===== src/rtl/wb_commit_stage.sv =====
// wb_commit_stage: WB stage - commits regfile/CSR writes, raises exceptions/interrupts and ERTN redirects.
module wb_commit_stage #(
   parameter int         CNT_W     = 32,
   parameter logic [5:0] ECODE_INT = 6'd0
) (
   input  logic             clk,
   input  logic             reset,
   input  logic             ms_valid,
   output logic             ws_allowin,
   input  logic [31:0]      ms_pc,
   input  logic             ms_ex,
   input  logic [5:0]       ms_ecode,
   input  logic [8:0]       ms_esubcode,
   input  logic [31:0]      ms_vaddr,
   input  logic             ms_ertn,
   input  logic             ms_csr_re,
   input  logic             ms_csr_we,
   input  logic [13:0]      ms_csr_num,
   input  logic [31:0]      ms_csr_wmask,
   input  logic [31:0]      ms_csr_wvalue,
   input  logic             ms_rf_we,
   input  logic [4:0]       ms_rf_waddr,
   input  logic [31:0]      ms_rf_wdata,
   input  logic             has_int,
   input  logic [31:0]      csr_rvalue,
   input  logic [31:0]      ex_entry,
   input  logic [31:0]      era,
   output logic             csr_re,
   output logic             csr_we,
   output logic [13:0]      csr_num,
   output logic [31:0]      csr_wmask,
   output logic [31:0]      csr_wvalue,
   output logic             wb_ex,
   output logic [5:0]       wb_ecode,
   output logic [8:0]       wb_esubcode,
   output logic [31:0]      wb_pc,
   output logic [31:0]      wb_vaddr,
   output logic             ertn_flush,
   output logic             flush,
   output logic [31:0]      flush_target,
   output logic             rf_we,
   output logic [4:0]       rf_waddr,
   output logic [31:0]      rf_wdata,
   output logic [31:0]      debug_wb_pc,
   output logic [3:0]       debug_wb_rf_we,
   output logic [4:0]       debug_wb_rf_wnum,
   output logic [31:0]      debug_wb_rf_wdata,
   output logic [CNT_W-1:0] instret
);
   logic        ws_valid, ws_ex, ws_ertn, ws_csr_re, ws_csr_we, ws_rf_we;
   logic [31:0] ws_pc, ws_vaddr, ws_csr_wmask, ws_csr_wvalue, ws_rf_wdata;
   logic [5:0]  ws_ecode;
   logic [8:0]  ws_esubcode;
   logic [13:0] ws_csr_num;
   logic [4:0]  ws_rf_waddr;
   logic        v, int_take;

   assign ws_allowin = 1'b1;

   always_ff @(posedge clk) begin
      if (reset) begin
         ws_valid      <= 1'b0;
         ws_pc         <= '0;
         ws_ex         <= 1'b0;
         ws_ecode      <= '0;
         ws_esubcode   <= '0;
         ws_vaddr      <= '0;
         ws_ertn       <= 1'b0;
         ws_csr_re     <= 1'b0;
         ws_csr_we     <= 1'b0;
         ws_csr_num    <= '0;
         ws_csr_wmask  <= '0;
         ws_csr_wvalue <= '0;
         ws_rf_we      <= 1'b0;
         ws_rf_waddr   <= '0;
         ws_rf_wdata   <= '0;
         instret       <= '0;
      end else begin
         ws_valid <= ms_valid & ~flush;
         if (ms_valid && ws_allowin) begin
            ws_pc         <= ms_pc;
            ws_ex         <= ms_ex;
            ws_ecode      <= ms_ecode;
            ws_esubcode   <= ms_esubcode;
            ws_vaddr      <= ms_vaddr;
            ws_ertn       <= ms_ertn;
            ws_csr_re     <= ms_csr_re;
            ws_csr_we     <= ms_csr_we;
            ws_csr_num    <= ms_csr_num;
            ws_csr_wmask  <= ms_csr_wmask;
            ws_csr_wvalue <= ms_csr_wvalue;
            ws_rf_we      <= ms_rf_we;
            ws_rf_waddr   <= ms_rf_waddr;
            ws_rf_wdata   <= ms_rf_wdata;
         end
         if (ws_valid && !wb_ex) instret <= instret + CNT_W'(1);
      end
   end

   // A reset arriving mid-commit suppresses every side effect of that commit, including the redirect.
   always_comb begin
      v                 = ws_valid & ~reset;
      int_take          = v & has_int;
      wb_ex             = int_take | (v & ws_ex);
      wb_ecode          = int_take ? ECODE_INT : ws_ecode;
      wb_esubcode       = int_take ? 9'd0 : ws_esubcode;
      wb_pc             = ws_pc;
      wb_vaddr          = ws_vaddr;
      ertn_flush        = v & ws_ertn & ~wb_ex;
      flush             = wb_ex | ertn_flush;
      flush_target      = wb_ex ? ex_entry : ertn_flush ? era : 32'd0;
      csr_we            = v & ws_csr_we & ~wb_ex;
      csr_re            = v & ws_csr_re & ~wb_ex;
      csr_num           = ws_csr_num;
      csr_wmask         = ws_csr_wmask;
      csr_wvalue        = ws_csr_wvalue;
      rf_we             = v & ws_rf_we & ~wb_ex;
      rf_waddr          = ws_rf_waddr;
      rf_wdata          = ws_csr_re ? csr_rvalue : ws_rf_wdata;
      debug_wb_pc       = ws_pc;
      debug_wb_rf_we    = {4{rf_we}};
      debug_wb_rf_wnum  = rf_waddr;
      debug_wb_rf_wdata = rf_wdata;
   end
endmodule

===== config.mk =====
export PLATFORM = sky130hd
export DESIGN_NAME = wb_commit_stage
export DESIGN_NICKNAME = d
export VERILOG_FILES = /design/src/rtl/wb_commit_stage.sv
export SDC_FILE = /design/constraint.sdc
export NUM_CORES = 1
export LEC_CHECK = 0
export CAP_MARGIN = 40
export CORE_AREA = 2 2 250 252
export DETAILED_ROUTE_END_ITERATION = 12
export DIE_AREA = 0 0 252 254
export GPL_ROUTABILITY_DRIVEN = 0
export PLACE_DENSITY = 0.51
export SETUP_SLACK_MARGIN = 0.3
export SLEW_MARGIN = 10
export SYNTH_ARGS = -nofsm -noshare
export SYNTH_HDL_FRONTEND = slang
export SYNTH_SLANG_ARGS = --single-unit

===== constraint.sdc =====
create_clock -name clk -period 2.51 [get_ports clk]
set_input_delay 0.502 -clock clk [delete_from_list [all_inputs] [get_ports clk]]
set_output_delay 0.502 -clock clk [all_outputs]
set_load 0.005 [all_outputs]

==> results of run 1 <==
Yosys cell counts, drive strengths merged, types with 3 or more instances:
master and n:
nand3 9, nand4 7, a22o 32, nor3 3, or3 7, xnor2 3, a21oi 23, and4 5
mux2 33, o31ai 16, or4 17, and3 6, nor2 209, xor2 4, nor2b 3, mux2i 199
buf 88, nand2 9, clkbuf 53, dfxtp 232, o21ai 7, and2 15, inv 7
worst min path at each step:
stage                                 to  cells past startpoint      startpoint  slack, ns
after global routing          instret[7]                      3           reset       0.41
final                         instret[4]                      3           reset       0.42
after floorplan              ws_ecode[0]                      2     ws_ecode[0]       0.45
after detailed placement  ws_esubcode[0]                      2  ws_esubcode[0]       0.47
after CTS                     instret[0]                      3           reset       0.38
after global placement       instret[31]                      2     instret[31]       0.46
kinds of logic (layout without fill, tap and decap cells):
kind of cell | Yosys count | in the layout | share of synthesized area
compound gates | 82 | 82 | 0.0594
xor+xnor | 7 | 7 | 0.00623
fa+ha+maj | 1 | 1 | 0.00127
buf+inv | 148 | 793 | 0.0855
flops | 232 | 232 | 0.472
mux | 232 | 232 | 0.240
other cells | 1 | 2 | 0.000381
simple gates | 294 | 294 | 0.135
timing repair:
| item | 4_1_cts | 5_1_grt |
|---|---|---|
| pin swaps | 45 | 10 |
| buffers inserted | 48 | 11 |
| cloned | 10 | 0 |
| gates resized for setup | 623 | 56 |
| setup endpoints to repair | 121 | 114 |
worst min-delay path, cell delays in order:
cell and delay (ns):
sky130_fd_sc_hd__buf_6 0.12, sky130_fd_sc_hd__buf_4 0.22, sky130_fd_sc_hd__nor2_1 0.11
registers in the layout, indices dropped and copies added, names as in the netlist, 9 cells and up:
| signal | flops |
|---|---|
| csr_num | 14 |
| debug_wb_pc | 32 |
| csr_wmask | 32 |
| instret | 32 |
| csr_wvalue | 32 |
| ws_rf_wdata | 32 |
| ws_esubcode | 9 |
| wb_vaddr | 32 |
stage by stage:
stage / cells / hold WS (ns)
floorplan: 997 / 0.452
global placement: 2310 / 0.464
detailed placement: 2311 / 0.475
CTS: 2421 / 0.381
global route: 2432 / 0.413
finish: 2433 / 0.422
placed cells by master, fill, tap and decap left out, types with 3 or more instances in the layout:
cell / synthesis / routed
sky130_fd_sc_hd__nand2_1: 9 / 8
sky130_fd_sc_hd__dfxtp_1: 232 / 229
sky130_fd_sc_hd__nand4_1: 7 / 7
sky130_fd_sc_hd__o31ai_1: 16 / 16
sky130_fd_sc_hd__buf_6: 1 / 117
sky130_fd_sc_hd__and4_1: 5 / 5
sky130_fd_sc_hd__or4_1: 16 / 16
sky130_fd_sc_hd__buf_2: 0 / 41
sky130_fd_sc_hd__buf_4: 74 / 27
sky130_fd_sc_hd__mux2i_1: 199 / 199
sky130_fd_sc_hd__clkinv_2: 0 / 4
sky130_fd_sc_hd__o21ai_0: 7 / 7
sky130_fd_sc_hd__inv_1: 7 / 7
sky130_fd_sc_hd__xnor2_1: 3 / 3
sky130_fd_sc_hd__a22o_1: 32 / 32
sky130_fd_sc_hd__clkbuf_8: 0 / 10
sky130_fd_sc_hd__and3_1: 6 / 4
sky130_fd_sc_hd__nand3_1: 9 / 9
sky130_fd_sc_hd__buf_16: 0 / 11
sky130_fd_sc_hd__a21oi_1: 23 / 23
sky130_fd_sc_hd__xor2_1: 4 / 4
sky130_fd_sc_hd__buf_12: 0 / 19
sky130_fd_sc_hd__dfxtp_4: 0 / 3
sky130_fd_sc_hd__mux2_4: 0 / 32
sky130_fd_sc_hd__nor3_1: 3 / 3
sky130_fd_sc_hd__clkbuf_1: 53 / 6
sky130_fd_sc_hd__and2_4: 0 / 15
sky130_fd_sc_hd__or3_1: 7 / 7
sky130_fd_sc_hd__clkbuf_16: 0 / 29
sky130_fd_sc_hd__clkdlybuf4s50_1: 0 / 511
sky130_fd_sc_hd__nor2_1: 209 / 207
sky130_fd_sc_hd__buf_8: 0 / 4
routing by layer:
metal / part of all wire / up-vias
li1: - / 4607
met1: 0.39 / 4457
met2: 0.49 / 402
met3: 0.095 / 66
met4: 0.022 / 6
met5: 0.00097 / -
cell type report:
class | count | area share
Antenna cell | 1 | 0.000133
Clock buffer | 45 | 0.0471
Clock inverter | 7 | 0.00359
Inverter | 7 | 0.00140
Multi-Input combinational cell | 617 | 0.243
Sequential cell | 232 | 0.248
Tap cell | 790 | 0.0526
Timing Repair Buffer | 734 | 0.405
power by group through the flow:
| stage | sequential [mW] | clock [mW] | combinational [mW] |
|---|---|---|---|
| after global routing | 4.02 | 4.51 | 2.11 |
| final | 4.00 | 4.19 | 1.97 |
| after CTS | 4.00 | 4.36 | 1.93 |
| after detailed placement | 4.08 | 0 | 1.78 |
| after floorplan | 4.06 | 0 | 0.625 |
| after global placement | 4.08 | 0 | 1.77 |
==> results.md, run 1 <==
- The run finished with clean final reports.
- In this run the worst setup path terminates at flush_target[5].
- In this run, the number of DRC markers left after iteration 0 of detailed routing was 395.
- The number of max-slew violations in the final report came to 0.
- At the end of the flow the core is filled with cells to 0.307.
- The standard cell core area is 61300 sq um.
- The clock passes through at most 3 buffers.
- The clock-pin slew of the registers on the worst-case setup and hold paths is ~0.06 ns.
- The headroom to the max-slew limit is 0.468.
- OpenSTA, run right after detailed placement, puts the worst setup slack at -0.331 ns.
- The type of the worst setup path is flip-flop to output pin.
- The die span in x is ~250 um.
- The flip-flop and latch area is 4660 sq um.
- Grouping stages by cell kind, the critical path spends the most delay in buffers and inverters.
- The initial antenna violation count was 3.
- The area of the mapped netlist is 9840 sq um.
- The critical path runs through a total of 8 cells.
- The final hold violation count came to 0.
- The share of synthesized flip-flops with an asynchronous set or reset is 0.
- The setup violation total in the final timing report is 0.
- The clock tree from TritonCTS is built.
- The top-level port count is 637.
- The average detailed-routed wire length per instance is 17.4 um.
- The number of nets in the synthesized netlist is 1297.
- The analysis attributes to net switching a power of ~2.5 mW.
- For this run, global-route usage on met1 was measured as 0.142.
- The most critical setup path has its startpoint at ws_ex.
- For this configuration, the core starts out at a cell density of 0.161.
- Buffers inserted during clock tree synthesis total 29.
- For this run, the total global-route usage over all layers was measured as 0.124.
- The cell type contributing the most total cell area after synthesis is sky130_fd_sc_hd__dfxtp_1.
- Summed over all layers, the routed wires come to about 42000 um.
- The fmax is 413 MHz.
- The layer carrying the most global-route usage is met2.
- The filler cells instantiated in the layout total 6302.
- The worst setup path is captured at an output pin.
- Setup repair after global routing could not meet its margin everywhere.
- The cell area reported after detailed placement is 16800 sq um.
- The global-route wire length before repair is 61400 um.
- For the final database, setup skew stands at 0.00416 ns.
- In the global route stage, met2 resource usage came out at 0.216.
- The share of power burned in combinational logic is 0.194.
- Measured in cells, the most critical reg-to-reg path has a length of 5.
- The total via count in the routed design is ~9500.
- The minimum clock period is about 2.4 ns.
- Counting every sink on the clock net gives 232.
- Of the cells placed in the final design, the portion with a size suffix greater than 1 is 0.200.
- The via count of the first global-routing pass is 9772.
- The number of remaining DRC errors is 0.
- Of all nets on the critical path, the largest fanout is 7.
- After synthesis, the mean cell area works out to 9.87 sq um.
- Of the post-synthesis cell area, the dominant cell type holds 0.472.
- The number of max-cap violations is 0.
- During placement, the flow inserted port buffers numbering 635.
- The HPWL after detailed placement is 31000 um.
- Clock tree synthesis selected as its root buffer the cell sky130_fd_sc_hd__clkbuf_16.
- Walking the worst path, the cells encountered are nor2_4 -> buf_6 -> nor2_4 -> buf_6 -> buf_16 -> buf_4 -> a22o_1 -> buf_2.
- The worst register-to-register path has a setup slack of 0.37 ns.
- The endpoint identified for the worst register-to-register timing path is instret[24].
- The first TritonRoute pass finished after 5 iterations.
- For this run, global-route usage on met3 was measured as 0.0462.
- After synthesis, the cell types taking the most area are sky130_fd_sc_hd__dfxtp_1 47%, sky130_fd_sc_hd__mux2i_1 20%, sky130_fd_sc_hd__nor2_1 8.0%.
- For this design, the CTS-stage hold fixing added 0 buffers.
- Global routing finished with a remaining overflow of 0.
- The worst endpoint data arrival time is 1.92 ns.
- The startpoint identified for the worst register-to-register timing path is instret[0].
- The static power due to leakage is 7.88 nW.
- Together, buffers and inverters on the worst path number 5.
- The classification of the worst-slack hold path is input port to flip-flop.
- In the final layout, the multi-input gates occupy about 4600 sq um.
- The slew at the pin closest to its max-slew limit is approximately 0.8 ns.
- Using the TritonRoute via totals, the vias-per-cell ratio works out to 3.92.
- The worst setup path is launched from a flip-flop.
- The post-synthesis instance total is 997.
- In the final timing run, aggregate negative setup slack is 0 ns.
- The worst voltage drop across the vdd grid is around 0.44 mV.
- The most used flip-flop cell after synthesis is sky130_fd_sc_hd__dfxtp_1.
- After the last flow step, the layout net total stands at about 1900.
- Data on the critical path is required at its endpoint by about 2 ns.
- The worst-case setup margin in the final layout is 0.0869 ns.
- The die outline area is 64000 sq um.
- Counting flops and latches in the post-synthesis netlist gives 232.
- Of the total power, the share spent switching nets is 0.244.
- The total power after layout is 10.2 mW.
- The chip height is between 200 and 300 um.
- Entering global routing, the biggest net connects 74 pins.
- Row generation in the floorplan step produced 91 rows.
- For the worst-skew pair, the clock arrives at the later sink with an insertion delay of 0.57 ns.
- The number of levels the H-tree was split into is 1.
- The final cycle utilization of the critical path is 0.965.
- In this run the remaining antenna-violating nets after routing total 0.
- The number of enable flip-flop cells after synthesis is 0.
- The proportion of power drawn by flip-flops and latches is 0.394.
- For this run, the number of Yosys warnings is 0.
- Of the total power, the clock network draws 0.412.
- Dividing total power by cell area gives a power density of about 540 nW/um^2.
- The total internal power is 7.69 mW.
- The share of the Yosys chip area taken by registers is 0.472.
- With fillers left out, the area of the finished cells amounts to about 19000 sq um.
- In this design, the stage delay of the slowest critical-path cell is around 0.35 ns.
- The highest-delay cell along the critical path is sky130_fd_sc_hd__dfxtp_4.
- Compared with the post-synthesis result, the final layout area differs by 91.2%.
- The netlist uses 36 different library cells.
Power figures use the tool's default switching activity.
==> run 2: changes to the inputs <==
clock period = 2.3 ns   (was 2.51 ns; I/O delays follow)
==> results.md, run 2 (synthesized netlist as in run 1, its figures left out) <==
- At the later pin of the worst-skew pair, clock insertion delay measures 0.56 ns.
- For hold timing, the worst endpoint is instret[9].
- The instance count along the most critical hold path is 3.
- The number of remaining DRC errors is 0.
- Entering global routing, the biggest net connects 70 pins.
- Traced cell by cell, the critical path runs through nor2_4 -> buf_6 -> and3_4 -> buf_12 -> buf_16 -> a22o_1 -> buf_2.
- The minimum clock period is around 2.4 ns.
- The critical path buffer and inverter count is 4.
- The worst-case setup margin in the final layout is -0.0513 ns.
- The standard cell core area is between 60000 and 70000 sq um.
- The chip height is 254 um.
- The leftover overflow at the end of global routing is 0.
- The minimum setup slack after placement is -0.484 ns.
- Of the cells placed in the final design, the portion with a size suffix greater than 1 is 0.240.
- The utilization after layout is 0.313.
- The kind of end point of the critical path is an output pin.
- The required time of the worst setup path is 1.84 ns.
- Hold repair after CTS inserted 0 buffers.
- In the final layout, the multi-input gates occupy 4790 sq um.
- In this run the count of I/O pins placed on the die edge is approximately 640.
- STA classifies the critical path startpoint as a flip-flop.
- The initial antenna violation count is 4.
- The mean number of vias per cell is 3.98.
- The worst-case IR drop observed on VDD is ~0.38 mV.
- The analysis attributes to cell leakage a power of just over 8 nW.
- Power spread over the standard cell area amounts to 587 nW/um^2.
- For the pin with the worst max-slew slack, the measured transition is roughly 0.81 ns.
- For this run, global-route usage on met2 was measured as 0.211.
- Along the worst path, the maximum fanout reaches 8.
- In this run the horizontal extent of the chip is 252 um.
- TritonCTS built the clock tree.
- The initialized floorplan defines 91 standard-cell rows.
- Setup violations remaining at the end of the flow were counted as 20.
- The total via count in the routed design is 9710.
- For met1 alone, demand over resource in global routing was 0.145.
- Leaving out fill and tap cells, the most frequent cells in the layout are 483 x sky130_fd_sc_hd__clkdlybuf4s50_1, 207 x sky130_fd_sc_hd__nor2_1, 205 x sky130_fd_sc_hd__dfxtp_1.
- The library cell used most frequently in the layout, excluding fill and tap cells, is sky130_fd_sc_hd__clkdlybuf4s50_1.
- For this block, the routed nets add up to 43000 um of wire.
- For this configuration, the core starts out at a cell density of 0.161.
- The final cycle utilization of the critical path is 1.02.
- In this design, the largest share of critical-path delay is due to buffers and inverters.
- The tightest min-delay check is of the input port to flip-flop type.
- The maximum single-stage delay on the critical path is 0.36 ns.
- The number of levels the H-tree was split into is 1.
- The number of fill cells is 6306.
- The run finished, with violations left.
- The final hold violation count is 0.
- The depth of the most critical reg-to-reg path is 6.
- Summed over all nets, the half-perimeter wirelength after detailed placement is 30300 um.
- Compared with the post-synthesis result, the final layout area differs by 94.8%.
- The clock sink count is 232.
- On the final layout, the worst hold slack is 0.355 ns.
- The root buffer cell is sky130_fd_sc_hd__clkbuf_16.
- Setup repair after global routing could not meet its margin everywhere.
- For this run, the detailed router's first-pass iteration total came to 5.
- The critical path in this run is classified as flip-flop to output pin.
- The overall fraction of global-route tracks in use is 0.123.
- Buffers inserted during clock tree synthesis total 29.
- The number of cells in the design after placement is 2309.
- The number of max-slew violations in the final report is 0.
- After detailed routing, the average wire length per cell comes to between 15 and 20 um.
- The worst clock skew is between 0.003 and 0.004 ns.
- The worst endpoint data arrival time is ~1.9 ns.
- Max-cap violations in this run came to 0.
- The via count of the first global-routing pass is roughly 10000.
- The highest-delay cell along the critical path is sky130_fd_sc_hd__dfxtp_4.
- The final instance count without filler cells is 2438.
- The reg2reg setup slack is roughly 0.19 ns.
- The startpoint identified for the worst register-to-register timing path is ws_valid.
- The first global-routing pass estimated between 60000 and 70000 um of wire.
- The headroom to the max-slew limit is 0.461.
- The count of buffers from port buffering is 635.
- The final reports fail on negative setup slack.
- The startpoint identified for the worst hold timing path is reset.
- The endpoint of the worst register-to-register path is instret[31].
- The fmax is 425 MHz.
- The global routing stage identified its most utilized layer as met2.
- The deepest clock path buffer count is 3.
- The net total in the final layout is 1925.
- After clock tree synthesis, the clock-pin slew on the worst setup and hold paths is 0.06 ns.
- The die covers 64000 sq um.
- The number of routed nets with antenna violations is 0.
- The sequential cells in the finished layout cover a total of 4700 sq um.
- The DRC marker count from the first detailed-route iteration is 415.
- The met3 usage is 0.0466.
==> run 2: report_power, final <==
group	internal, mW	switching, mW	leakage (nW)	total (mW)
sequential	4.23	0.139	1.92	4.37
clock	2.87	1.85	0.490	4.72
combinational	1.43	0.734	5.77	2.16
==> run 2: final cells by class <==
cell class              instances  area share
clock inverters                14     0.00823
flip-flops and latches        232       0.245
repair buffers                733       0.400
clock buffers                  39      0.0435
well taps                     790      0.0516
diodes                          1    0.000131
multi-input cells             622       0.250
inverters                       7     0.00137
==> run 2: how the worst max path moves through the flow <==
| stage | from | endpoint | slack, ns | cells after the start |
|---|---|---|---|---|
| detailed placement | has_int | flush_target[3] | -0.48 | 6 |
| CTS | ws_ex | flush_target[0] | -0.08 | 7 |
| global placement | has_int | flush_target[3] | -0.46 | 6 |
| floorplan | has_int | instret[20] | 0.29 | 5 |
| finish | ws_ex | flush_target[0] | -0.05 | 7 |
| global route | ws_ex | flush_target[0] | -0.13 | 7 |
==> run 2: per-stage QoR <==
step / setup TNS, ns / area (sq um) / total power [mW]
after floorplan: 0 / 9840 / 5.11
after detailed placement: -24.95 / 16700 / 6.38
final: -0.487 / 19200 / 11.2
after CTS: -1.48 / 18900 / 11.5
after global placement: -23.14 / 16700 / 6.37
after global routing: -2.73 / 19200 / 11.8
==> run 2: worst reg2reg max path, cell delays in order (launching register included) <==
cell	delay, ns
sky130_fd_sc_hd__dfxtp_4	0.35
sky130_fd_sc_hd__buf_6	0.11
sky130_fd_sc_hd__buf_6	0.10
sky130_fd_sc_hd__nand4_1	0.19
sky130_fd_sc_hd__or4_4	0.65
sky130_fd_sc_hd__or4_4	0.51
sky130_fd_sc_hd__a21oi_2	0.13
==> run 2: per-layer routing <==
layer  part of all wire  vias up
li1                   -     4640
met1               0.40     4539
met2               0.48      459
met3               0.10       64
met4              0.018        8
met5             0.0031        -
==> run 2: repair_timing <==
action	in CTS	in global routing
buffers inserted	53	6
endpoints found under the hold margin	0	0
setup endpoints to repair	171	157
gates cloned	13	3
pin swaps	65	24
resized for setup	736	58
==> run 3: changes to the inputs <==
REMOVE_ABC_BUFFERS = 1   (was default)
==> results.md, run 3 (synthesized netlist as in run 1, its figures left out) <==
- The tree built by TritonCTS fans out to 232 sinks.
- The setup violation total in the final timing report is 1.
- The highest net fanout along the worst path is 6.
- The top-level port count is around 640.
- Buffers inserted to repair hold after CTS numbered 0.
- After floorplanning, the core was sized to cover 61300 sq um.
- Wires add up to between 40000 and 50000 um.
- The headroom to the max-slew limit is 0.606.
- The floorplan step defined a die boundary enclosing 64000 sq um.
- The tightest min-delay check is of the input port to flip-flop type.
- For this run, the top clock speed supported by timing is 434 MHz.
- The number of max-cap violations is 0.
- Leaving out fill and tap cells, the most frequent cell in the layout is sky130_fd_sc_hd__clkdlybuf4s50_1.
- The layout cell share with drive strength beyond 1 is 0.243.
- Summed over all cells, the static leakage comes to 8.03 nW.
- Setup repair after global routing could not meet its margin everywhere.
- Entering global routing, the biggest net connects 108 pins.
- After the first detailed-routing iteration, the DRC count stood at 320.
- In this run the deepest clock path goes through 3 buffers.
- The worst setup path is of the flip-flop to output pin kind.
- The initialized floorplan defines 91 standard-cell rows.
- The die span in x is 252 um.
- The initial antenna violation count is 5.
- The final layout contains 1926 nets.
- The overall fraction of global-route tracks in use is 0.122.
- The worst voltage drop across the vdd grid is about 0.47 mV.
- The final cycle utilization of the critical path is 1.00.
- The critical path buffer and inverter count is 4.
- The minimum clock period is around 2.3 ns.
- The via count of the first global-routing pass came to a little under 10000.
- The highest-delay cell along the critical path is sky130_fd_sc_hd__dfxtp_4.
- The worst endpoint data arrival time is 1.84 ns.
- Counting the fill cells in the layout gives 6263.
- For the worst setup path, the data required time is 1.84 ns.
- The kind of end point of the critical path is an output pin.
- The pre-antenna-repair detailed-routing pass consisted of 4 iterations.
- The flip-flop and latch area is 4710 sq um.
- The root buffer cell is sky130_fd_sc_hd__clkbuf_16.
- The number of routed nets with antenna violations is 0.
- The worst clock skew is 0.00406 ns.
- The number of remaining DRC errors is 0.
- The largest single stage delay on the critical path is between 0.3 and 0.4 ns.
- The final reports fail on negative setup slack.
- After detailed routing, the number of vias per cell comes to 3.94.
- Leaving out fill and tap cells, the most frequent cells in the layout are 496 x sky130_fd_sc_hd__clkdlybuf4s50_1, 207 x sky130_fd_sc_hd__nor2_1, 199 x sky130_fd_sc_hd__mux2i_1.
- The critical path goes through nor2_4 -> buf_6 -> nor2_4 -> buf_12 -> buf_16 -> a22o_1 -> buf_2.
- The finished layout holds approximately 2400 standard cells, fillers aside.
- The worst-case setup margin in the final layout is -0.00486 ns.
- The utilization after layout is 0.312.
- Once detailed placement completed, the half-perimeter wirelength came to 29800 um.
- The first global-routing pass estimated between 60000 and 70000 um of wire.
- The total power after layout is about 11 mW.
- The clock tree from TritonCTS is built.
- After detailed routing, the average wire length per cell comes to roughly 17 um.
- In this run the number of H-tree levels came out at 1.
- The number of buffers created by CTS is 29.
- Summed over all failing endpoints, the final setup total negative slack is -0.00486 ns.
- The clock reaches the later pin of the worst-skew pair after 0.56 ns.
- The area of the multi-input gates is roughly 4800 sq um.
- The family of cells with the greatest summed delay on the critical path is buffers and inverters.
- In this run, placement finished with an instance count of 2321.
- The most repeated library cell on the critical path is sky130_fd_sc_hd__nor2_4.
- The flow ran to the end, but the final reports show violations.
- For the pin with the worst max-slew slack, the measured transition is 0.592 ns.
- For this configuration, the core starts out at a cell density of 0.161.
- The final hold violation count is 0.
- The clock-pin slew of the registers on the worst-case setup and hold paths is 0.06 ns.
- The total via count in the routed design is 9619.
- The count of buffers from port buffering is 635.
- Global routing finished with a remaining overflow of 0.
- From synthesis to final layout, the design area changed by 94.5%.
- The number of max-slew violations in the final report is 0.
- The total power density per cell area is 582 nW/um^2.
- STA classifies the critical path startpoint as a flip-flop.
- The chip height is roughly 250 um.
[run 3: cell count changes in the layout (fill, tap and decap cells not counted), sizes merged, moves of 2 or more]
cell,before,now
diode,1,3
dlymetal6s2s,8,2
dlygate4sd2,21,14
clkbuf,39,43
clkinvlp,2,0
clkdlybuf4s50,483,496
[run 3: worst register-to-register path: cells and delay by family (launching register included)]
kind | cells | cell delay [ns]
simple gates | 3 | 1.24
buf+inv | 3 | 0.39
flops | 1 | 0.33
compound gates | 1 | 0.12
[run 3: power breakdown]
part | switching [mW] | internal (mW) | leakage, nW
logic | 0.718 | 1.42 | 5.62
registers | 0.145 | 4.23 | 1.93
clock network | 1.80 | 2.83 | 0.482
total | 2.66 | 8.48 | 8.03
[run 3: path summary, 6_finish.rpt]
kind,from,to,slack (ns),cells after the start
worst min register to register,instret[31],instret[31],0.48,2
worst max-delay path,ws_ex,flush_target[0],-0.005,7
worst max register to register,ws_valid,instret[15],0.14,7
worst min-delay path,reset,ws_ex,0.26,3
[run 3: per-layer routing]
layer,global-route usage,part of all wire,vias to the layer above
met5,0,0.00054,-
met3,0.0400,0.091,61
met1,0.135,0.39,4466
met4,0.0472,0.031,4
met2,0.216,0.49,457
li1,-,-,4631
[run 3: what timing repair did]
item                                    CTS  global route
resized for setup                       708            57
gates cloned                             13             2
hold endpoints to repair                  0             0
setup buffers                            41             8
pin swaps                                44            38
endpoints found under the setup margin  174           145
[run 3: area by class of cell]
class / instances / share of cell area
Antenna cell: 3 / 0.000393
Clock buffer: 41 / 0.0434
Clock inverter: 11 / 0.00720
Inverter: 7 / 0.00137
Multi-Input combinational cell: 621 / 0.252
Sequential cell: 232 / 0.246
Tap cell: 790 / 0.0517
Timing Repair Buffer: 735 / 0.398
[run 3: through the flow]
| stage | area, sq um | setup slack, ns | hold WS, ns |
|---|---|---|---|
| 3_5_place_dp | 16800 | -0.407 | 0.479 |
| 5_1_grt | 19100 | -0.0697 | 0.261 |
| 2_1_floorplan | 9020 | -0.185 | 0.452 |
| 3_3_place_gp | 16800 | -0.333 | 0.469 |
| 4_1_cts | 18800 | -0.0204 | 0.234 |
| 6_report | 19100 | -0.00486 | 0.261 |
